$ cat src/rtl/vga_fb_arbiter.sv
// Single-port frame-buffer arbiter: scanout reads always win, pixel writes are
// queued in a small FIFO and drained into RAM on cycles without a read.
module vga_fb_arbiter #(
   parameter int unsigned AW         = 15,
   parameter int unsigned DW         = 8,
   parameter int unsigned RD_LAT     = 1,
   parameter int unsigned WF_DEPTH   = 8,
   parameter int unsigned BLANK_ONLY = 0
) (
   input  logic          clk,
   input  logic          rst,
   input  logic          disp_req,
   input  logic [AW-1:0] disp_addr,
   input  logic          disp_blank,
   output logic          disp_rvalid,
   output logic [DW-1:0] disp_rdata,
   input  logic          wr_valid,
   output logic          wr_ready,
   input  logic [AW-1:0] wr_addr,
   input  logic [DW-1:0] wr_data,
   output logic          wf_empty,
   output logic [15:0]   wr_defer,
   output logic          mem_en,
   output logic          mem_we,
   output logic [AW-1:0] mem_addr,
   output logic [DW-1:0] mem_wdata,
   input  logic [DW-1:0] mem_rdata
);

   localparam int unsigned PW       = $clog2(WF_DEPTH);
   localparam logic [PW:0] FULL_CNT = (PW+1)'(WF_DEPTH);

   typedef enum logic [1:0] {ST_IDLE, ST_RD, ST_WR} arb_state_t;

   arb_state_t       state, next_state;
   logic [AW+DW-1:0] fifo_mem [WF_DEPTH];
   logic [PW-1:0]    wr_ptr, rd_ptr;
   logic [PW:0]      count;
   logic             push, pop, rd_tap;
   logic [AW-1:0]    head_addr;
   logic [DW-1:0]    head_data;

   assign {head_addr, head_data} = fifo_mem[rd_ptr];
   assign wr_ready = (count != FULL_CNT);
   assign push     = wr_valid & wr_ready;
   assign pop      = (next_state == ST_WR);
   // The registered state is the RAM command currently on the bus.
   assign mem_en   = (state != ST_IDLE);
   assign mem_we   = (state == ST_WR);
   assign wf_empty = (count == '0) && !mem_we;

   always_comb begin
      next_state = ST_IDLE;
      if (disp_req)
         next_state = ST_RD;
      else if (count != '0 && (BLANK_ONLY == 0 || disp_blank))
         next_state = ST_WR;
   end

   always_ff @(posedge clk) begin
      if (rst) state <= ST_IDLE;
      else     state <= next_state;
   end

   always_ff @(posedge clk) begin
      if (push) fifo_mem[wr_ptr] <= {wr_addr, wr_data};
   end

   always_ff @(posedge clk) begin
      if (rst) begin
         mem_addr  <= '0;
         mem_wdata <= '0;
         wr_ptr    <= '0;
         rd_ptr    <= '0;
         count     <= '0;
         wr_defer  <= '0;
      end else begin
         case (next_state)
            ST_RD: mem_addr <= disp_addr;
            ST_WR: begin
               mem_addr  <= head_addr;
               mem_wdata <= head_data;
            end
            default: ;
         endcase
         if (push) wr_ptr <= wr_ptr + PW'(1);
         if (pop)  rd_ptr <= rd_ptr + PW'(1);
         case ({push, pop})
            2'b10:   count <= count + (PW+1)'(1);
            2'b01:   count <= count - (PW+1)'(1);
            default: count <= count;
         endcase
         if (count != '0 && next_state != ST_WR && wr_defer != '1)
            wr_defer <= wr_defer + 16'd1;
      end
   end

   // rd_tap marks the cycle in which mem_rdata holds the data of an issued read.
   if (RD_LAT == 1) begin : g_lat1
      assign rd_tap = (state == ST_RD);
   end else begin : g_latn
      logic [RD_LAT-2:0] rd_pipe;
      always_ff @(posedge clk) begin
         if (rst) rd_pipe <= '0;
         else     rd_pipe <= (RD_LAT-1)'({rd_pipe, (state == ST_RD)});
      end
      assign rd_tap = rd_pipe[RD_LAT-2];
   end

   always_ff @(posedge clk) begin
      if (rst) begin
         disp_rvalid <= 1'b0;
         disp_rdata  <= '0;
      end else begin
         disp_rvalid <= rd_tap;
         if (rd_tap) disp_rdata <= mem_rdata;
      end
   end

endmodule

$ cat config.mk
export PLATFORM = sky130hd
export DESIGN_NAME = vga_fb_arbiter
export DESIGN_NICKNAME = d
export VERILOG_FILES = /design/src/rtl/vga_fb_arbiter.sv
export SDC_FILE = /design/constraint.sdc
export NUM_CORES = 1
export LEC_CHECK = 0
export CORE_ASPECT_RATIO = 1.2
export CORE_MARGIN = 2
export CORE_UTILIZATION = 45
export DETAILED_ROUTE_END_ITERATION = 6
export PLACE_DENSITY_LB_ADDON = 0.05
export REMOVE_ABC_BUFFERS = 1
export SLEW_MARGIN = 20
export SYNTH_ARGS = -nofsm -noshare
export SYNTH_HDL_FRONTEND = slang
export SYNTH_SLANG_ARGS = --single-unit
$ cat constraint.sdc
create_clock -name clk -period 5.6 [get_ports clk]
set_clock_uncertainty 0.05 [all_clocks]
set_input_delay 0.84 -clock clk [delete_from_list [all_inputs] [get_ports clk]]
set_output_delay 0.84 -clock clk [all_outputs]
set_load 0.01 [all_outputs]
==> impl_metrics.ini, run 1 <==
[logic_synthesis]
synthFlopType = edfxtp_1
avgSynthCellArea_um2 = 16.0
yosys.area.top_type_share_pct = 55.7
synth_cell_types = 56
async_reset_ff_share_pct = 0
syn-cell-area_mm2 = 0.00993
synthTopCellsByArea = edfxtp_1, dfxtp_1, mux4_2, nand2_1, a21oi_1
ys_warn_count = 0
ys_seq_elements = 247
yosys.area.top_type = edfxtp_1
yosysSeqAreaShare_pct = 68.4
syn_inst = 621
synth-edff-count = 184

[grt]
top_usage_layer = met2
grt_pass1_vias = 5831
use_met2_pct = 32.6
overflow = 0
gr-usage-met3_pct = 2.99
grt_max_degree = 51
antenna_found_initial = 0
grt_pass1_wl_um = 32800
grt.total_usage_pct = 18.1
gr-usage-met1_pct = 23.2

[clocking]
hold_buffers = 0
clock_latency_ns = 0.51
cts_root_buf = clkbuf_16
cts_buffers = 25
h-tree-depth = 1
cts_buffer_depth = 3
tritoncts = yes
cts_setup_buffers = 0
cts_sinks = 247
cts_resized = 0
clkSlewWorstSetupHoldPaths_ns = 0.06

[critical_path]
path_class = reg -> out
worstPathMaxFanout = 20
start_kind = flip-flop
cp.required_ns = 4.71
worstPathArrival_ns = 2.91
critical_path.cell_chain = or4_1 -> buf_4 -> nor2_1 -> clkdlybuf4s50_1
cpPeakStageDelay_ns = 0.96
slowest_stage = or4_1
end_kind = output pin

[timing]
tightest_slew_ns = 1.05
setup_viol = 0
grt_setup_unrepaired = false
layout_min_cycle_time_ns = 3.80
fin_crit_sh_pct = 67.8
timing.slew.headroom_pct = 29.3
fin_setup_tns_ns = 0
finalHoldViolations = 0
fmaxAchievable_mhz = 263
final_max_slew_viol_count = 0

[route]
firstDrtPassIters = 5
ant_nets = 0
vias = 5694
drtIter0Drc = 283
drc = 0
wire_per_inst_um = 20.8
routed_wirelength_um = 21200
routed_via_density = 5.59

[layout]
fin_nets = 783
layout_commonest_cell = edfxtp_1
layout_common_cells = edfxtp_1, clkdlybuf4s50_1, dfxtp_1, nand2_1, mux4_2
finalInstanceArea_mm2 = 0.0119
area_delta_synth_final_pct = 20.1
antenna_cells = 0
drive_above_1_share_pct = 18.4

[power_and_ir_drop]
intPower_uw = 3470
pwr_density_cell_mw_per_mm2 = 400
p_clk_share_pct = 32.3
p_comb_share_pct = 21.1
switching_share_pct = 27.3
ir_worst_vdd_mv = 0.290
netSwitchingPower_uw = 1300
power_frac_seq_pct = 46.6
leakagePower_uw = 0.00384

[run]
cap_violations = 0

[floorplanning]
io_pins = 103
start_util_pct = 45.7
dieArea_mm2 = 0.0233
rows = 59
fp.dieW_um = 140
fp.dieH_um = 167
core_area_mm2 = 0.0217

[place]
dp_hpwl_um = 12300
dpl-instance-area_mm2 = 0.0112
port_buffers = 101
globalplace.congestion = 0.735

[hold_path]
min_path_type = reg -> reg

[outcome]
status = finished clean
==> cell usage after synthesis (2+ instances only) <==
master,n
edfxtp_1,184
dfxtp_1,63
nand2_1,56
mux4_2,43
a21oi_1,35
nor2_1,34
o21ai_0,22
nand2b_1,18
clkbuf_1,11
a31o_1,10
mux2i_1,9
nand3_1,9
a211oi_2,8
buf_6,8
buf_2,7
nor2b_1,7
ha_1,6
nor3_1,6
nor4_1,6
xor2_1,6
a31o_2,5
buf_4,5
or3_1,5
or4_1,5
inv_1,4
nand4_1,4
o31ai_1,4
and4_1,3
buf_1,3
mux2_2,3
mux4_1,3
mux2_1,2
nand4_2,2
o41ai_1,2
or4b_1,2
==> per-layer routing <==
metal | vias up | part of all wire [%]
li1 | 2631 | -
met1 | 2885 | 42
met2 | 153 | 51
met3 | 25 | 5.3
met4 | 0 | 1.5
met5 | - | 0
==> per-stage QoR <==
step | power [µW] | setup WS [ns] | std cells | hold WS, ns | util, %
floorplan | 2860 | 1.92 | 585 | 0.397 | -
CTS | 4830 | 1.78 | 1018 | 0.409 | 54.9
detailed placement | 3280 | 1.81 | 973 | 0.401 | 51.4
finish | 4770 | 1.80 | 1018 | 0.404 | 54.9
global placement | 3260 | 1.95 | 973 | 0.393 | 51.4
global route | 5000 | 1.66 | 1018 | 0.426 | 54.9
==> logic make-up (layout without fill, tap and decap cells) <==
family | Yosys count | count (layout) | share of synthesized area [%]
buffers and inverters | 41 | 164 | 2.74
AND/OR/NAND/NOR | 168 | 168 | 9.03
AO/OA/AOI/OAI | 92 | 92 | 6.47
multiplexers | 60 | 60 | 12.0
adder cells (fa/ha/maj) | 6 | 6 | 0.756
flip-flops | 247 | 247 | 68.4
XOR/XNOR | 7 | 7 | 0.618
==> sequential cells by signal (all words and copies together) (netlist names), named ones only <==
name and count:
count 4, disp_rdata 8, disp_rvalid 1, fifo_mem 184
mem_addr 15, mem_wdata 8, rd_ptr 3, state 2
wr_defer 16, wr_ptr 3
==> cell type report <==
cell class	instances	area [µm²]
fill	1752	9780
sequential	247	6790
multi-input combinational	333	2900
timing repair buffer	114	1100
clock buffer	32	692
tap	274	343
clock inverter	13	65.1
inverter	5	21.3
==> critical path: cells and delay by family (launching register included) <==
kind                   cells  cell delay (ns)
and+or+nand+nor            2             1.07
buffers and inverters      2             0.91
DFF                        1             0.40
==> final timing paths <==
| check | slack (ns) | from | endpoint | cells past startpoint |
|---|---|---|---|---|
| worst max register to register | 2.33 | count[0] | count[2] | 10 |
| worst max-delay path | 1.80 | count[0] | wf_empty | 4 |
| worst min-delay path | 0.40 | disp_rdata[0] | disp_rdata[0] | 2 |
| worst min register to register | 0.40 | disp_rdata[0] | disp_rdata[0] | 2 |
==> power by group through the flow <==
stage	sequential (µW)	clock (µW)	combinational, µW
6_report	2220	1540	1010
5_1_grt	2240	1650	1110
4_1_cts	2230	1580	1020
3_5_place_dp	2260	0	1020
3_3_place_gp	2260	0	1000
2_1_floorplan	2300	0	560
(Power assumes the default switching activity.)
==> inputs of run 2 (changes only) <==
==> constraint.sdc (replaced) <==
create_clock -name clk -period 3.2 [get_ports clk]
set_clock_uncertainty 0.05 [all_clocks]
set_input_delay 0.48 -clock clk [delete_from_list [all_inputs] [get_ports clk]]
set_output_delay 0.48 -clock clk [all_outputs]
set_load 0.01 [all_outputs]
==> impl_metrics.ini, run 2 (same netlist as run 1, synthesis figures left out) <==
[power_and_ir_drop]
p_clk_share_pct = 32.4
switching_share_pct = 26.7
power.total_uw = 8430
ir_worst_vdd_mv = 0.463
netSwitchingPower_uw = 2250
p_comb_share_pct = 20.9
pwr_density_cell_mw_per_mm2 = 696
leakagePower_uw = 0.00392
intPower_uw = 6180
power_frac_seq_pct = 46.7

[timing]
grt_setup_unrepaired = false
tightest_slew_ns = 0.937
fin_setup_tns_ns = 0
finalHoldViolations = 0
setup_viol = 0
fin_crit_sh_pct = 88.0
layout_min_cycle_time_ns = 2.81
final_max_slew_viol_count = 0
fmaxAchievable_mhz = 355
timing.slew.headroom_pct = 37.6

[clocking]
h-tree-depth = 1
hold_buffers = 0
cts_buffer_depth = 3
tritoncts = yes
cts_setup_buffers = 0
clkSlewWorstSetupHoldPaths_ns = 0.06
cts_root_buf = clkbuf_16
clock_latency_ns = 0.51
cts_resized = 0
cts_buffers = 25
cts_sinks = 247

[route]
vias = 5661
routed_via_density = 5.49
drtIter0Drc = 296
wire_per_inst_um = 20.3
firstDrtPassIters = 4
drc = 0
ant_nets = 0
routed_wirelength_um = 20900

[grt]
grt_max_degree = 58
grt_pass1_vias = 5974
grt.total_usage_pct = 18.2
overflow = 0
antenna_found_initial = 0
grt_pass1_wl_um = 33200

[floorplanning]
fp.dieW_um = 140
fp.dieH_um = 167
rows = 59
io_pins = 103
dieArea_mm2 = 0.0233
start_util_pct = 45.7
core_area_mm2 = 0.0217

[critical_path]
worstPathMaxFanout = 7
critical_path.cell_chain = or4_1 -> nor2_1 -> clkdlybuf4s50_1
start_kind = flip-flop
reg2reg_depth = 9
end_kind = output pin
slowest_stage = or4_1
r2r_setup_slack_ns = 0.41
worstPathArrival_ns = 2.28
worst-path-buf-inv = 1
critPathCapture = wf_empty
r2r-end = count[2]
cp.required_ns = 2.67
critPathLaunch = count[0]
cpPeakStageDelay_ns = 0.66
r2r-start = count[0]
path_class = reg -> out
path_delay_family = simple AND/OR/NAND/NOR gates
path_depth = 3

[hold_path]
min_path_type = reg -> reg

[layout]
regMostFlops = fifo_mem
layout_common_cells = edfxtp_1, clkdlybuf4s50_1, dfxtp_1, nand2_1, mux4_2
area_delta_synth_final_pct = 21.9
drive_above_1_share_pct = 18.9
reg.largest.list = fifo_mem: 184 flops, wr_defer: 16 flops, mem_addr: 15 flops
finalInstanceArea_mm2 = 0.0121
antenna_cells = 0
largest_reg_flops = 184
fillCellCount = 1752
fin_nets = 796
fin_util_pct = 55.8
layout_commonest_cell = edfxtp_1

[place]
port_buffers = 101
globalplace.congestion = 0.781
dp_hpwl_um = 13200
dpl-instance-area_mm2 = 0.0113

[outcome]
status = finished clean

[run]
cap_violations = 0
[run 2: cell types whose count changed in the layout (fill, tap and decap cells not counted), sizes merged]
cell and delta:
buf +13, bufinv +2, clkinv -2, clkbuf +1
clkinvlp -1
[run 2: how the worst min path moves through the flow]
| stage | start | end | slack, ns | depth (start not counted) |
|---|---|---|---|---|
| 3_5_place_dp | disp_rdata[4] | disp_rdata[4] | 0.40 | 2 |
| 4_1_cts | disp_rdata[4] | disp_rdata[4] | 0.40 | 2 |
| 3_3_place_gp | disp_rdata[6] | disp_rdata[6] | 0.39 | 2 |
| 2_1_floorplan | rd_ptr[1] | flip-flop | 0.40 | 2 |
| 5_1_grt | disp_rdata[2] | disp_rdata[2] | 0.44 | 2 |
| 6_report | disp_rdata[4] | disp_rdata[4] | 0.40 | 2 |
[run 2: routing by layer]
metal	GRT usage [%]	vias up	routed length, µm
met3	3.51	30	1080
met4	4.00	0	368
met1	23.0	2838	8580
met2	32.7	134	10900
li1	-	2659	-
met5	0	-	0
[run 2: worst reg2reg max path, delay by kind of cell, from the launching register on]
family	cells	cell delay, ns
AO/OA/AOI/OAI	2	0.20
XOR/XNOR	2	0.36
AND/OR/NAND/NOR	3	1.23
adder cells (fa/ha/maj)	2	0.47
flip-flops	1	0.40
[run 2: per-stage QoR]
stage,instances,hold WS [ns],setup WS (ns)
4_1_cts,1030,0.405,0.356
5_1_grt,1031,0.443,0.254
2_1_floorplan,585,0.397,-0.435
3_3_place_gp,985,0.393,0.502
6_report,1031,0.403,0.385
3_5_place_dp,985,0.396,0.438
[run 2: power by group through the flow]
stage / Combinational [µW] / Clock, µW / Sequential, µW
after detailed placement: 1780 / 0 / 4010
after CTS: 1790 / 2810 / 3940
after global routing: 1920 / 2940 / 3980
after global placement: 1750 / 0 / 3990
after floorplan: 981 / 0 / 4030
final: 1760 / 2730 / 3930
[run 2: layout make-up]
| cell class | count | area [µm²] | area share, % |
|---|---|---|---|
| flip-flops and latches | 247 | 6790 | 56.1 |
| multi-input cells | 333 | 2900 | 24.0 |
| repair buffers | 127 | 1280 | 10.6 |
| clock buffers | 33 | 656 | 5.42 |
| well taps | 274 | 343 | 2.83 |
| clock inverters | 12 | 105 | 0.869 |
| inverters | 5 | 21.3 | 0.176 |
==> inputs of run 3 (changes only) <==
--- a/config.mk
+++ b/config.mk
@@ -7,8 +7,9 @@
 export LEC_CHECK = 0
 export CORE_ASPECT_RATIO = 1.2
 export CORE_MARGIN = 2
-export CORE_UTILIZATION = 45
+export CORE_UTILIZATION = 51
 export DETAILED_ROUTE_END_ITERATION = 6
+export MAX_ROUTING_LAYER = met4
 export PLACE_DENSITY_LB_ADDON = 0.05
 export REMOVE_ABC_BUFFERS = 1
 export SLEW_MARGIN = 20
==> impl_metrics.ini, run 3 (same netlist as run 1, synthesis figures left out) <==
[clocking]
cts_setup_buffers = 0
cts_sinks = 247
hold_buffers = 0
clock_latency_ns = 0.50
h-tree-depth = 1
clkSlewWorstSetupHoldPaths_ns = 0.06
cts_resized = 0
cts_buffer_depth = 3
cts_buffers = 25
cts_root_buf = clkbuf_16
tritoncts = yes

[route]
ant_nets = 0
drc = 0
routed_via_density = 5.67
firstDrtPassIters = 5
wire_per_inst_um = 20.4
routed_wirelength_um = 20500
vias = 5704
drtIter0Drc = 335

[power_and_ir_drop]
intPower_uw = 6310
leakagePower_uw = 0.00389
pwr_density_cell_mw_per_mm2 = 712
ir_worst_vdd_mv = 0.523
p_comb_share_pct = 20.6
power.total_uw = 8550
power_frac_seq_pct = 45.9
p_clk_share_pct = 33.5
switching_share_pct = 26.2
netSwitchingPower_uw = 2240

[critical_path]
path_class = reg -> out
worstPathArrival_ns = 2.30
worstPathMaxFanout = 7
start_kind = flip-flop
end_kind = output pin
r2r_setup_slack_ns = 0.43
cp.required_ns = 2.67

[floorplanning]
io_pins = 103
start_util_pct = 52.3
dieArea_mm2 = 0.0206
fp.dieW_um = 131
core_area_mm2 = 0.0190
rows = 55
fp.dieH_um = 157

[timing]
grt_setup_unrepaired = false
timing.slew.headroom_pct = 45.2
setup_viol = 0
tightest_slew_ns = 0.819
fin_crit_sh_pct = 88.4
layout_min_cycle_time_ns = 2.83
finalHoldViolations = 0
final_max_slew_viol_count = 0
fin_setup_tns_ns = 0
fmaxAchievable_mhz = 353

[layout]
antenna_cells = 0
fillCellCount = 1401
regMostFlops = fifo_mem
reg.largest.list = fifo_mem: 184 flops, wr_defer: 16 flops, mem_addr: 15 flops
area_delta_synth_final_pct = 21.0
layout_common_cells = edfxtp_1, clkdlybuf4s50_1, dfxtp_1, nand2_1, mux4_2
drive_above_1_share_pct = 18.8
fin_nets = 789
largest_reg_flops = 184
layout_commonest_cell = edfxtp_1
finalInstanceArea_mm2 = 0.0120

[grt]
grt_max_degree = 36
antenna_found_initial = 0
overflow = 0
grt_pass1_wl_um = 32400
grt.total_usage_pct = 21.0
grt_pass1_vias = 5951

[place]
globalplace.congestion = 0.791
dpl-instance-area_mm2 = 0.0112
port_buffers = 101
dp_hpwl_um = 12300

[hold_path]
min_path_type = reg -> reg

[run]
cap_violations = 0

[outcome]
status = finished clean
[run 3: worst max-delay path: stages, from the launching register on]
cell	delay, ns
dfxtp_1	0.39
or4_1	0.68
nor2_1	0.16
clkdlybuf4s50_1	0.56
[run 3: area by class of cell]
type                       instances  area, µm²  area share, %
clock buffer                      36        693           5.77
sequential                       247       6790           56.6
timing repair buffer             120       1160           9.67
multi-input combinational        333       2900           24.2
inverter                           5       21.3          0.177
tap                              256        320           2.67
clock inverter                     9        119          0.990
[run 3: metal layers]
metal	global-route usage (%)	vias to the layer above	routed length (µm)
li1	-	2642	-
met1	24.9	2903	8260
met2	38.1	134	11000
met3	3.21	25	894
met4	4.71	0	302
met5	-	-	0
[run 3: path summary, 6_finish.rpt]
check                     start            end  cells past startpoint
setup / recovery       count[0]       wf_empty                      3
hold / removal    disp_rdata[7]  disp_rdata[7]                      2
setup reg to reg       count[1]       count[2]                      9
hold reg to reg   disp_rdata[7]  disp_rdata[7]                      2
[run 3: power groups by stage]
stage          Clock, µW  Combinational, µW  Sequential (µW)
2_1_floorplan          0                981             4030
5_1_grt             3070               1920             3960
4_1_cts             2940               1790             3930
3_3_place_gp           0               1740             3980
3_5_place_dp           0               1780             4000
6_report            2870               1760             3920
[run 3: through the flow]
stage | util, % | cells | worst slack, ns | hold slack (ns)
finish | 63.2 | 1006 | 0.370 | 0.405
global route | 63.2 | 1006 | 0.201 | 0.432
CTS | 63.2 | 1006 | 0.335 | 0.409
detailed placement | 58.9 | 961 | 0.410 | 0.400
global placement | 58.9 | 961 | 0.465 | 0.391
floorplan | - | 585 | -0.435 | 0.397
